`src/rtl/mux_arb_n_to_1_pkg.sv`:
```
// mux_arb_n_to_1_pkg: mode constants and width helper shared by the channel mux/arbiter.
package mux_arb_n_to_1_pkg;

    localparam logic MODE_EXPLICIT = 1'b0;
    localparam logic MODE_RR       = 1'b1;

    function automatic int clog2(input int n);
        int w;
        w = 0;
        while ((1 << w) < n) w++;
        return w;
    endfunction

endpackage

```
`src/rtl/mux_arb_n_to_1_rr_pick.sv`:
```
// rr_pick: combinational rotate-priority finder, first requester at or after ptr.
module rr_pick #(
    parameter int CH   = 3,
    parameter int SELW = 2
) (
    input  logic [CH-1:0]   req,
    input  logic [SELW-1:0] ptr,
    output logic [SELW-1:0] idx,
    output logic            any
);

    logic [SELW-1:0] k;

    // ptr is always < CH, so one conditional subtract is a full modulo
    function automatic int wrap(input int a);
        return a >= CH ? a - CH : a;
    endfunction

    always_comb begin
        idx = '0;
        k   = '0;
        any = |req;
        for (int i = CH - 1; i >= 0; i--) begin
            k = SELW'(wrap(int'(ptr) + i));
            if (req[k]) idx = k;
        end
    end

endmodule

```
`src/rtl/mux_arb_n_to_1.sv`:
```
// mux_arb_n_to_1: CH-to-1 channel select (explicit or round-robin) into a registered
// valid/ready output stage.
module mux_arb_n_to_1
    import mux_arb_n_to_1_pkg::*;
#(
    parameter int size = 32,
    parameter int CH   = 3,
    parameter int SELW = 2
) (
    input  logic               clk_i,
    input  logic               rst_i,
    input  logic [CH*size-1:0] data_i,
    input  logic [CH-1:0]      valid_i,
    output logic [CH-1:0]      ready_o,
    input  logic               mode_i,
    input  logic [SELW-1:0]    select_i,
    output logic [size-1:0]    data_o,
    output logic               valid_o,
    input  logic               ready_i,
    output logic [SELW-1:0]    grant_o,
    output logic               sel_err_o
);

    if (CH < 2 || clog2(CH) > SELW) begin : g_bad_params
        $error("mux_arb_n_to_1: need CH >= 2 and 2**SELW >= CH");
    end

    logic [size-1:0]      chans [CH];
    logic [2**SELW-1:0]   valid_x;
    logic [SELW-1:0]      ptr, rr_idx, cand;
    logic                 rr_any, hit, load_en, sel_ok, take;

    for (genvar g = 0; g < CH; g++) begin : g_chan
        assign chans[g] = data_i[g*size +: size];
    end

    rr_pick #(.CH(CH), .SELW(SELW)) u_rr_pick (
        .req (valid_i),
        .ptr (ptr),
        .idx (rr_idx),
        .any (rr_any)
    );

    // valid_x widens valid_i so an out-of-range select indexes a defined 0
    always_comb begin
        valid_x = (2**SELW)'(valid_i);
        load_en = !valid_o || ready_i;
        sel_ok  = int'(select_i) < CH;
        cand    = mode_i == MODE_RR ? rr_idx : select_i;
        hit     = mode_i == MODE_RR ? rr_any : sel_ok && valid_x[select_i];
        take    = !rst_i && load_en && hit;
        ready_o = take ? CH'(1) << cand : '0;
    end

    always_ff @(posedge clk_i) begin
        if (rst_i) begin
            data_o    <= '0;
            valid_o   <= 1'b0;
            grant_o   <= '0;
            sel_err_o <= 1'b0;
            ptr       <= '0;
        end else begin
            sel_err_o <= mode_i == MODE_EXPLICIT && !sel_ok && load_en;
            if (load_en) valid_o <= hit;
            if (take) begin
                data_o  <= chans[cand];
                grant_o <= cand;
                if (mode_i == MODE_RR) ptr <= cand == SELW'(CH - 1) ? '0 : cand + 1'b1;
            end
        end
    end

endmodule

```
`config.mk`:
```
export PLATFORM = sky130hd
export DESIGN_NAME = mux_arb_n_to_1
export DESIGN_NICKNAME = d
export VERILOG_FILES = /design/src/rtl/mux_arb_n_to_1_pkg.sv /design/src/rtl/mux_arb_n_to_1_rr_pick.sv /design/src/rtl/mux_arb_n_to_1.sv
export SDC_FILE = /design/constraint.sdc
export NUM_CORES = 1
export LEC_CHECK = 0
export ABC_AREA = 1
export CORE_MARGIN = 2
export CORE_UTILIZATION = 40
export CTS_BUF_LIST = sky130_fd_sc_hd__clkbuf_4
export DETAILED_ROUTE_END_ITERATION = 12
export PLACE_DENSITY = 0.85
export SYNTH_ARGS = -nofsm -noshare
export SYNTH_HDL_FRONTEND = slang
export SYNTH_SLANG_ARGS = --single-unit
```
`constraint.sdc`:
```
create_clock -name clk_i -period 2.8 [get_ports clk_i]
set_input_delay 0.42 -clock clk_i [delete_from_list [all_inputs] [get_ports clk_i]]
set_output_delay 0.42 -clock clk_i [all_outputs]
set_load 0.02 [all_outputs]
```
==> impl_metrics.csv <==
group,metric,value,unit
place,portBuffers,143,
power_and_ir_drop,ir_drop,0.224,mV
critical_path,crit_required,2.38,ns
critical_path,crit_fanout,6,
sta,hold_violations,0,
sta,setup_violations,0,
synthesis,netlist.area_leader.share,29.2,%
cells_and_area,area_growth,59.0,%
clock_network,clock_sinks,38,
synthesis,ys_ff_latch,38,
cells_and_area,final_cell_count_no_fill,634,
global_routing,grt_max_degree,66,
status,status,"finished clean",
floorplan,rows,29,
place,gp_congestion,0.821,
cells_and_area,fillers,603,
clock_network,cts-root-buf,"clkbuf_4",
sta,finClkSkew,0.00901,ns
synthesis,synth_top_cell_by_area,"dfxtp_1",
global_routing,grt_overflow_total,0,
synthesis,synth_cell_type_count,25,
clock_network,clk_pin_slew,0.12,ns
routing,num_vias,3467,
global_routing,grt_antenna_before_repair,0,
place,placed_cells,627,
power_and_ir_drop,pwr-share-comb,47.8,%
sta,slew_headroom,56.2,%
place,place_hpwl,6.39,mm
cells_and_area,final_cell_mix,"clkdlybuf4s50_1, nand2_1, nor2_1",
routing,first_pass_iters,4,
sta,rsz0062_at_grt,"false",
synthesis,synthCells,424,
sta,setup_tns,0,ns
cells_and_area,nets,665,
sta,finalCritPeriodShare,93.2,%
routing,drt-total-wl,9.31,mm
synthesis,syn-num-nets,532,
global_routing,grt_pass1_wl,15.0,mm
synthesis,synth_area,2600,um2
synthesis,ys_warn_count,0,
clock_network,h-tree-depth,2,
routing,ant_nets,0,
global_routing,grt_pass1_vias,3271,
critical_path,worstSetupPathType,"flop to output pin",
sta,period_needed,2.61,ns
floorplan,die_h,84.7,um
cells_and_area,layout_commonest_cell,"clkdlybuf4s50_1",
min_path,hold_path_class,"flop to flop",
routing,dr.first_iter.drc_count,160,
synthesis,yosysSeqAreaShare,29.2,%
power_and_ir_drop,switchingPower,0.670,mW
power_and_ir_drop,power.leakage,1.77,nW
clock_network,numCtsBuffers,5,
sta,worstMarginPinSlew,0.656,ns
critical_path,cp.arrival,2.19,ns
synthesis,avgSynthCellArea,6.14,um2
clock_network,hold_buffers,0,
power_and_ir_drop,p_int,1.10,mW
floorplan,fp.dieW,84.7,um
routing,wl_per_cell,14.7,um
floorplan,initial_utilization,41.2,%
sta,drv_slew,0,
clock_network,cts_tree,"built",
cells_and_area,antenna_cells,0,
routing,drc,0,
power_and_ir_drop,power.density,428,nW/um2
clock_network,insertion_delay,0.34,ns
flow_run,drv_cap,0,
synthesis,synthTopCellsByArea,"dfxtp_1, nand4_1, nand2_1",
floorplan,core_area,6310,um2
power_and_ir_drop,clkPwrFrac,16.1,%
sta,max_freq,0.383,GHz
cells_and_area,seq_area,761,um2
global_routing,grt_usage,25.6,%
floorplan,dieArea,7170,um2
clock_network,cts_buffer_depth,2,
critical_path,critPathLaunchType,"flop",
power_and_ir_drop,p_seq_share,36.1,%
cells_and_area,multi_input_area,1600,um2
floorplan,io-pin-count,144,
cells_and_area,drive_gt1_share,7.18,%
power_and_ir_drop,swShare,37.9,%
critical_path,cp-end-kind,"output pin",
routing,viasPerCell,5.47,
## power groups by stage
stage	registers, mW	logic [mW]	clock network (mW)
detailed placement	0.651	0.842	0
floorplan	0.729	0.386	0
CTS	0.639	0.843	0.294
finish	0.639	0.845	0.285
global placement	0.648	0.832	0
global route	0.650	0.921	0.323
## stage by stage
step / hold WS, ns / setup slack, ns / cell area (um2) / total power, mW / util, %
2_1_floorplan: 0.492 / 0.452 / 2600 / 1.12 / -
3_5_place_dp: 0.494 / 0.00694 / 4090 / 1.49 / 64.8
4_1_cts: 0.524 / 0.0749 / 4140 / 1.78 / 65.5
5_1_grt: 0.561 / 0.00418 / 4140 / 1.89 / 65.5
3_3_place_gp: 0.490 / 0.0268 / 4090 / 1.48 / 64.8
6_report: 0.520 / 0.189 / 4140 / 1.77 / 65.5
## cells by family (layout without fill, tap and decap cells)
group	count (synthesis)	in the layout	share of synthesized area, %
AND/OR/NAND/NOR	286	286	50.7
buffers and inverters	53	186	9.37
AO/OA/AOI/OAI	44	44	9.23
flip-flops	38	38	29.2
adder cells (fa/ha/maj)	3	3	1.44
## state kept, by name, indices dropped and copies added, names as in the netlist
name	cells
data_o	32
grant_o	2
ptr	2
sel_err_o	1
valid_o	1
## repair_timing
| item | 4_1_cts | 5_1_grt |
|---|---|---|
| endpoints found under the setup margin | 3 | 5 |
| hold endpoints to repair | 0 | 0 |
| resized for setup | 3 | 7 |
| setup buffers | 0 | 0 |
## synth_stat cells
cell and instances:
clkbuf_2 1, buf_2 17, buf_6 1, nand2_1 96
nor2_2 1, nand3_2 1, clkinv_1 1, a21oi_1 1
nor2_1 74, ha_1 3, buf_4 4, o21ai_0 38
o21ai_1 1, nor4_1 1, clkbuf_1 12, dfxtp_1 38
nand2_2 4, inv_1 15, o21ai_2 1, nor2_4 1
inv_2 2, a21oi_4 1, nand4_1 66, nand3_1 42
o211ai_1 2
## final cells by class
class / count / share of cell area, %
Clock buffer: 6 / 1.09
Sequential cell: 38 / 18.4
Timing Repair Buffer: 161 / 37.6
Inverter: 18 / 1.63
Clock inverter: 1 / 0.181
Tap cell: 77 / 2.33
Multi-Input combinational cell: 333 / 38.8
## worst paths after layout
path / start / to / slack, ns / cells past startpoint
min reg2reg: grant_o[1]$_SDFFE_PP0P_ / grant_o[1]$_SDFFE_PP0P_ / 0.52 / 2
min: grant_o[1]$_SDFFE_PP0P_ / grant_o[1]$_SDFFE_PP0P_ / 0.52 / 2
max reg2reg: ptr[0]$_SDFFE_PP0P_ / data_o[20]$_SDFFE_PP0P_ / 0.29 / 15
max: ptr[0]$_SDFFE_PP0P_ / ready_o[2] / 0.19 / 12
## metal layers
layer	global-route usage, %	vias up	share of wire [%]
li1	-	1718	-
met1	30.3	1569	39
met2	45.0	166	50
met3	6.10	14	8.5
met4	8.66	0	1.5
met5	0	-	0
## critical path, cell delays in order, from the launching register on
cell and delay (ns):
dfxtp_1 0.38, inv_1 0.07, ha_2 0.38, inv_2 0.08, nand2_1 0.08, nand2_1 0.05, nand2_1 0.07, nand2_1 0.06
nand2_2 0.09, a21oi_4 0.06, buf_4 0.13, nor2_1 0.09, clkdlybuf4s15_1 0.31
Power figures use the tool's default switching activity.
